**config.mk**
```make
export PLATFORM = sky130hd
export DESIGN_NAME = lvt_read_port
export DESIGN_NICKNAME = d
export VERILOG_FILES = /design/src/rtl/lvt_read_port.sv
export SDC_FILE = /design/constraint.sdc
export NUM_CORES = 1
export LEC_CHECK = 0
export ABC_AREA = 1
export BUFFER_PORTS_ARGS = -buffer_cell sky130_fd_sc_hd__buf_2
export CORE_AREA = 10 10 68 70
export DETAILED_ROUTE_END_ITERATION = 12
export DIE_AREA = 0 0 78 80
export GPL_ROUTABILITY_DRIVEN = 0
export GPL_TIMING_DRIVEN = 0
export PLACE_DENSITY_LB_ADDON = 0.25
export SYNTH_ARGS = -nofsm -noshare
export SYNTH_HDL_FRONTEND = slang
export SYNTH_SLANG_ARGS = --single-unit
```
**constraint.sdc**
```tcl
create_clock -name rdclk -period 4 [get_ports rdclk]
set_clock_uncertainty 0.1 [all_clocks]
set_input_delay 0.2 -clock rdclk [delete_from_list [all_inputs] [get_ports rdclk]]
set_output_delay 0.2 -clock rdclk [all_outputs]
set_load 0.02 [all_outputs]
```
**src/rtl/lvt_read_port.sv**
```systemverilog
// Read port of a live-value-table multi-write memory: tracks which bank holds the latest
// write per address, reads all banks in parallel and returns the live one through a 2-entry FIFO.
module lvt_read_port #(
  parameter int unsigned NB_WRAGENT = 2,
  parameter int unsigned ADDR_WIDTH = 3,
  parameter int unsigned RAM_DEPTH  = 2 ** ADDR_WIDTH,
  parameter int unsigned DATA_WIDTH = 8,
  localparam int unsigned SELW      = (NB_WRAGENT > 1) ? $clog2(NB_WRAGENT) : 1
) (
  input  logic                             rdclk,
  input  logic                             rst_n,
  input  logic [NB_WRAGENT-1:0]            wren,
  input  logic [ADDR_WIDTH*NB_WRAGENT-1:0] wraddr,
  input  logic                             req_valid,
  output logic                             req_ready,
  input  logic [ADDR_WIDTH-1:0]            req_addr,
  output logic [NB_WRAGENT-1:0]            bank_rden,
  output logic [ADDR_WIDTH*NB_WRAGENT-1:0] bank_rdaddr,
  input  logic [DATA_WIDTH*NB_WRAGENT-1:0] bank_rddata,
  output logic                             rsp_valid,
  input  logic                             rsp_ready,
  output logic [DATA_WIDTH-1:0]            rsp_data,
  output logic [SELW-1:0]                  rsp_bank
);

  localparam int unsigned FIFO_DEPTH = 2;
  localparam int unsigned CNTW       = 2;
  localparam int unsigned OCCW       = 3;

  logic [SELW-1:0]       lvt_q [RAM_DEPTH];
  logic                  pend_q;
  logic [SELW-1:0]       pend_sel_q;
  logic [DATA_WIDTH-1:0] fifo_data_q [FIFO_DEPTH];
  logic [SELW-1:0]       fifo_bank_q [FIFO_DEPTH];
  logic                  wr_ptr_q;
  logic                  rd_ptr_q;
  logic [CNTW-1:0]       cnt_q;
  logic [CNTW-1:0]       cnt_d;
  logic [OCCW-1:0]       occ;
  logic                  accept;
  logic                  push;
  logic                  pop;
  logic [DATA_WIDTH-1:0] sel_data;

  assign rsp_valid = (cnt_q != '0);
  assign pop       = rsp_valid && rsp_ready;
  assign push      = pend_q;

  // Occupancy counts the in-flight bank read so the FIFO can never overflow.
  always_comb begin
    occ       = OCCW'(cnt_q) + OCCW'(pend_q) - OCCW'(pop);
    req_ready = rst_n && (occ < OCCW'(FIFO_DEPTH));
  end

  assign accept      = req_valid && req_ready;
  assign bank_rden   = {NB_WRAGENT{accept}};
  assign bank_rdaddr = {NB_WRAGENT{req_addr}};

  always_comb begin
    sel_data = '0;
    for (int unsigned i = 0; i < NB_WRAGENT; i++) begin
      if (pend_sel_q == SELW'(i)) sel_data = bank_rddata[DATA_WIDTH*i +: DATA_WIDTH];
    end
  end

  // Ascending loop order lets the highest agent index win on colliding writes.
  always_ff @(posedge rdclk or negedge rst_n) begin
    if (!rst_n) begin
      for (int unsigned e = 0; e < RAM_DEPTH; e++) lvt_q[e] <= '0;
    end else begin
      for (int unsigned i = 0; i < NB_WRAGENT; i++) begin
        if (wren[i]) lvt_q[wraddr[ADDR_WIDTH*i +: ADDR_WIDTH]] <= SELW'(i);
      end
    end
  end

  always_ff @(posedge rdclk or negedge rst_n) begin
    if (!rst_n) begin
      pend_q     <= 1'b0;
      pend_sel_q <= '0;
    end else begin
      pend_q <= accept;
      if (accept) pend_sel_q <= lvt_q[req_addr];
    end
  end

  always_comb begin
    cnt_d = cnt_q;
    if (push && !pop)      cnt_d = cnt_q + CNTW'(1);
    else if (!push && pop) cnt_d = cnt_q - CNTW'(1);
  end

  always_ff @(posedge rdclk or negedge rst_n) begin
    if (!rst_n) begin
      cnt_q    <= '0;
      wr_ptr_q <= 1'b0;
      rd_ptr_q <= 1'b0;
      for (int unsigned e = 0; e < FIFO_DEPTH; e++) begin
        fifo_data_q[e] <= '0;
        fifo_bank_q[e] <= '0;
      end
    end else begin
      cnt_q <= cnt_d;
      if (push) begin
        fifo_data_q[wr_ptr_q] <= sel_data;
        fifo_bank_q[wr_ptr_q] <= pend_sel_q;
        wr_ptr_q              <= ~wr_ptr_q;
      end
      if (pop) rd_ptr_q <= ~rd_ptr_q;
    end
  end

  assign rsp_data = rsp_valid ? fifo_data_q[rd_ptr_q] : '0;
  assign rsp_bank = rsp_valid ? fifo_bank_q[rd_ptr_q] : '0;

endmodule

```
Word level (Yosys, flattened, before mapping)
Cells that the tools add are included.
{"block": "word_totals", "regBits": 32, "in_bits": 31}
{"block": "classes", "add_sub_neg": 4, "n_lt_le_gt_ge": 9, "muxes": 26, "bitwise_logic": 10, "reduce_logical": 12}
{"cell": "two-way mux 8 bit", "count": 8}
{"cell": "bitwise mux 16 bit", "count": 1}
{"cell": "greater-or-equal comparator 4 bit (second input constant)", "count": 3}
{"cell": "NOT 3 -> 4 bit", "count": 3}
{"cell": "two-way mux 1 bit", "count": 9}
{"cell": "AND 8 bit", "count": 1}
{"cell": "demux 8 bit (select 1 bit)", "count": 1}
{"cell": "logical AND 1 bit", "count": 8}
{"cell": "less-than comparator 4 x 1 -> 1 bit (second input constant)", "count": 2}
{"cell": "NOT 8 bit", "count": 1}
{"cell": "OR 8 bit", "count": 1}
{"cell": "demux 1 bit (select 3 bit)", "count": 2}
{"cell": "greater-or-equal comparator 2 bit (second input constant)", "count": 2}
{"cell": "two-way mux 2 bit", "count": 2}
{"cell": "NOT 1 -> 2 bit", "count": 2}
{"cell": "nonzero test 2 bit", "count": 2}
{"cell": "adder 2 x 1 -> 3 bit", "count": 1}
{"cell": "binary-select mux 1 bit (select 3 bit)", "count": 1}
{"cell": "less-than comparator 3 x 2 -> 1 bit (second input constant)", "count": 1}
{"cell": "subtractor 3 x 1 -> 3 bit", "count": 1}
{"cell": "adder 2 x 1 -> 2 bit (second input constant)", "count": 1}
{"cell": "bitwise mux 2 bit", "count": 1}
{"cell": "logical NOT 1 bit", "count": 2}
{"cell": "less-than comparator 2 x 1 -> 1 bit (second input constant)", "count": 1}
{"cell": "3 further kinds", "count": 4}

Longest topological paths before layout
{"block": "logic_depth", "word_depth": 10, "depth_mapped": 13, "depth_no_buf": 13}

Worst setup path before layout
Ideal clock, no wire load.
{"block": "synth_path", "path_kind": "reg-to-output", "start": "reg cnt_q[1]", "end": "out bank_rden[0]", "t_arrival_ps": 2304, "required_time_ps": 3700, "setup_slack_ps": 1396, "stages_incl_launch_ff": 13, "path_buffers": 1, "path_cell_list": "dfrtp_1 > nor2_4 > inv_2 > nand2_2 > inv_1 > ha_1 > or2_2 > fa_1 > nand2_1 > inv_1 > nand3_2 > nor2_2 > buf_4"}
{"block": "synth_between", "elab_chain_len": 6, "elab_cells_between_ends": 7}
{"item": "from (decl)", "line_no": "37", "rtl": "logic [CNTW-1:0] cnt_q;"}
{"item": "from (signal assigned)", "line_no": "103", "rtl": "cnt_q <= cnt_d;"}
{"item": "nonzero test 2 bit", "line_no": "45", "rtl": "assign rsp_valid = (cnt_q != '0);"}
{"item": "net rsp_valid", "line_no": "20", "rtl": "output logic rsp_valid,"}
{"item": "logical AND 1 bit", "line_no": "46", "rtl": "assign pop = rsp_valid && rsp_ready;"}
{"item": "net pop", "line_no": "42", "rtl": "logic pop;"}
{"item": "subtractor 3 x 1 -> 3 bit", "line_no": "51", "rtl": "occ = OCCW'(cnt_q) + OCCW'(pend_q) - OCCW'(pop);"}
{"item": "less-than comparator 3 x 2 -> 1 bit", "line_no": "52", "rtl": "req_ready = rst_n && (occ < OCCW'(FIFO_DEPTH));"}
{"item": "logical AND 1 bit", "line_no": "52"}
{"item": "logical AND 1 bit", "line_no": "55", "rtl": "assign accept = req_valid && req_ready;"}
{"item": "to (decl)", "line_no": "17", "rtl": "output logic [NB_WRAGENT-1:0] bank_rden,"}
The timed path passes the listed nets, and every way through them passes these cells.

Final worst setup path
{"block": "layout_path", "start": "reg cnt_q[1]", "end": "out bank_rden[1]"}
{"block": "layout_between", "elab_chain_len": 6, "elab_cells_between_ends": 7}
{"item": "nonzero test 2 bit", "line_no": "45"}
{"item": "logical AND 1 bit", "line_no": "46"}
{"item": "net pop", "line_no": "42"}
{"item": "subtractor 3 x 1 -> 3 bit", "line_no": "51"}
{"item": "less-than comparator 3 x 2 -> 1 bit", "line_no": "52"}
{"item": "logical AND 1 bit", "line_no": "52"}
{"item": "logical AND 1 bit", "line_no": "55"}
The timed path passes the listed nets, and every way through them passes these cells.

==> results.cfg <==
[cts]
cts_tree = done
cts_inserted_buffers = 5
cts_resized = 0
path_clk_slew_ns = 0.09
cts_buffer_depth = 2
cts_sinks = 32
cts_max_level = 2
clk_latency_ns = 0.34
root_buffer = clkbuf_4

[logic_synthesis]
yosysTopAreaCellShare = 0.461
synth.area.top_cells = dfrtp_1 46%, nand2_1 10%, o21ai_0 6.3%
synth.distinct_cells = 26
ys_ff_latch = 32
syn_nets = 248
synth_warnings = 0
avgSynthCellArea_um2 = 8.12
yosys.area.top_type = dfrtp_1
syn_inst = 214
syn-cell-area_mm2 = 0.00174
synth-seq-area-share = 0.461

[floorplanning]
num_rows = 21
io_pins = 50
initial_core_util = 0.529
die_w_um = 78
die_h_um = 80
core_area_mm2 = 0.00328
dieArea_mm2 = 0.00624

[run_status]
outcome = finished, final reports clean

[critical_path]
cpMostUsedCell = inv_1
path_cells = nor2_4 -> inv_2 -> nand2_2 -> inv_1 -> ha_1 -> or2_2 -> fa_1 -> nand2_1 -> inv_1 -> nand3_2 -> nor2_2 -> buf_4 -> buf_2
critPathSlowestCell = dfrtp_1
crit_buf_inv = 5
required_ns = 3.70
cp_max_fo = 6
crit_arrival_ns = 2.99
end_kind = output pin
crit_type = flop to output pin
crit_family = simple AND/OR/NAND/NOR gates
slowest_delay_ns = 0.48
critPathLaunchType = flop

[finish]
final-seq-area_um2 = 801
multiInputGateArea_um2 = 719
final_nets = 306
syn2layout_area_growth_pct = 22.1
antenna_cells = 0
num-fill-cells = 313
utilization = 0.646
drive_gt1_frac = 0.319

[route]
wl_um = 3930
drc = 0
dr_total_vias = 1572
ant_nets = 0
routed_via_density = 4.93
drt-initial-drc-count = 69
post_drt_wl_per_cell_um = 12.3
first_pass_iters = 4

[grt]
grt_max_degree = 34
grt_pass1_wl_um = 6770
track_usage = 0.132
grt_pass1_vias = 1603
antenna_found_initial = 0
gr-total-overflow = 0

[sta]
finalHoldViolCount = 0
slew_headroom = 0.541
hold_ws_ns = 0.0133
period_needed_ns = 3.29
drv_slew = 0
fmax_ghz = 0.304
setup_viol = 0
worst_pin_slew_ns = 0.688
finalCritPeriodShare = 0.824
rsz0062_at_grt = no
tns_ns = 0

[worst_hold_path]
hp-class = input pin to flop

[pwr]
power_density_mw_per_mm2 = 686
clkPwrFrac = 0.134
power_w = 0.00146
swShare = 0.450
seq_power_share = 0.363
intPower_w = 0.000801
ir_worst_vdd_v = 0.000374
pwr-share-comb = 0.503
p_leak_nw = 1.11
p_switching_w = 0.000654

[placement]
dp_hpwl_um = 3100
port_buffers = 49

[run]
cap_violations = 0
-- metrics by stage --
stage | instances | setup WS, ns | area, um^2
after floorplan | 214 | 1.40 | 1740
after global placement | 309 | 1.10 | 2040
after detailed placement | 309 | 1.04 | 2040
after CTS | 318 | 0.663 | 2110
after global routing | 319 | 0.506 | 2120
final | 319 | 0.706 | 2120
-- metal layers --
| layer | global-route usage | wire length [um] | up-vias |
|---|---|---|---|
| li1 | - | - | 802 |
| met4 | 0.0376 | 48 | 0 |
| met5 | 0 | 0 | - |
| met1 | 0.145 | 1710 | 736 |
| met3 | 0.0518 | 202 | 6 |
| met2 | 0.232 | 1970 | 28 |
-- power groups by stage --
stage	Sequential [W]	Clock, W	Combinational (W)
after floorplan	0.000518	0	0.000534
after global placement	0.000532	0	0.000723
after detailed placement	0.000537	0	0.000741
after CTS	0.000530	0.000196	0.000744
after global routing	0.000548	0.000213	0.000823
final	0.000529	0.000195	0.000732
-- cell usage in the layout, fill, tap and decap left out, drive strengths merged --
| cell type | Yosys | final |
|---|---|---|
| a21oi | 10 | 10 |
| a31oi | 16 | 16 |
| buf | 12 | 61 |
| clkbuf | 0 | 6 |
| clkinv | 1 | 3 |
| dfrtp | 32 | 32 |
| dlygate4sd3 | 0 | 2 |
| fa | 1 | 1 |
| ha | 2 | 2 |
| inv | 30 | 30 |
| nand2 | 50 | 50 |
| nand3 | 9 | 9 |
| nand3b | 2 | 2 |
| nor2 | 21 | 21 |
| o21ai | 24 | 24 |
| or2 | 1 | 1 |
| xnor2 | 1 | 1 |
| xor2 | 2 | 2 |
-- cell type report --
class | instances | share of cell area
flip-flops and latches | 32 | 0.377
well taps | 46 | 0.0271
multi-input cells | 139 | 0.339
inverters | 31 | 0.0572
repair buffers | 51 | 0.125
clock inverters | 2 | 0.00472
plain buffers | 12 | 0.0454
clock buffers | 6 | 0.0242
-- flip-flops by register name, summed over array words and instances, names as in the netlist --
register and flops:
fifo_bank_q 2, pend_sel_q 1, fifo_data_q 16, cnt_q 2, pend_q 1, lvt_q 8
wr_ptr_q 1, rd_ptr_q 1
-- synthesized netlist by cell type (all sizes together) --
library cell,instances
nor2,21
or2,1
o21ai,24
ha,2
xor2,2
buf,12
fa,1
a21oi,10
a31oi,16
clkinv,1
dfrtp,32
nand2,50
nand3b,2
inv,30
nand3,9
xnor2,1
-- cell families (layout without fill, tap and decap cells) --
family / Yosys count / count (layout) / share of synthesized area
flip-flops: 32 / 32 / 0.461
XOR/XNOR: 3 / 3 / 0.0151
AND/OR/NAND/NOR: 83 / 83 / 0.210
buffers and inverters: 43 / 102 / 0.125
AO/OA/AOI/OAI: 50 / 50 / 0.163
adder cells (fa/ha/maj): 3 / 3 / 0.0259
-- final timing paths --
path / from / endpoint / slack (ns) / cells past startpoint
setup / recovery: cnt_q[1] / bank_rden[1] / 0.71 / 13
hold / removal: req_valid / pend_q / 0.01 / 3
setup reg to reg: cnt_q[1] / pend_sel_q / 1.31 / 13
hold reg to reg: fifo_bank_q[0] / fifo_bank_q[0] / 0.40 / 2
max in group asynchronous: rst_n / cnt_q[0] / 3.03 / 2
min in group asynchronous: rst_n / lvt_q[6] / 0.33 / 2
-- worst min-delay path: stages --
cell and delay, ns:
buf_2 0.10, inv_1 0.06, nor2_2 0.06
-- repair_timing --
action	CTS	global route
buffers inserted	0	0
hold buffers	1	1
endpoints found under the hold margin	32	1
No activity file was read; power rests on OpenSTA's default activity.
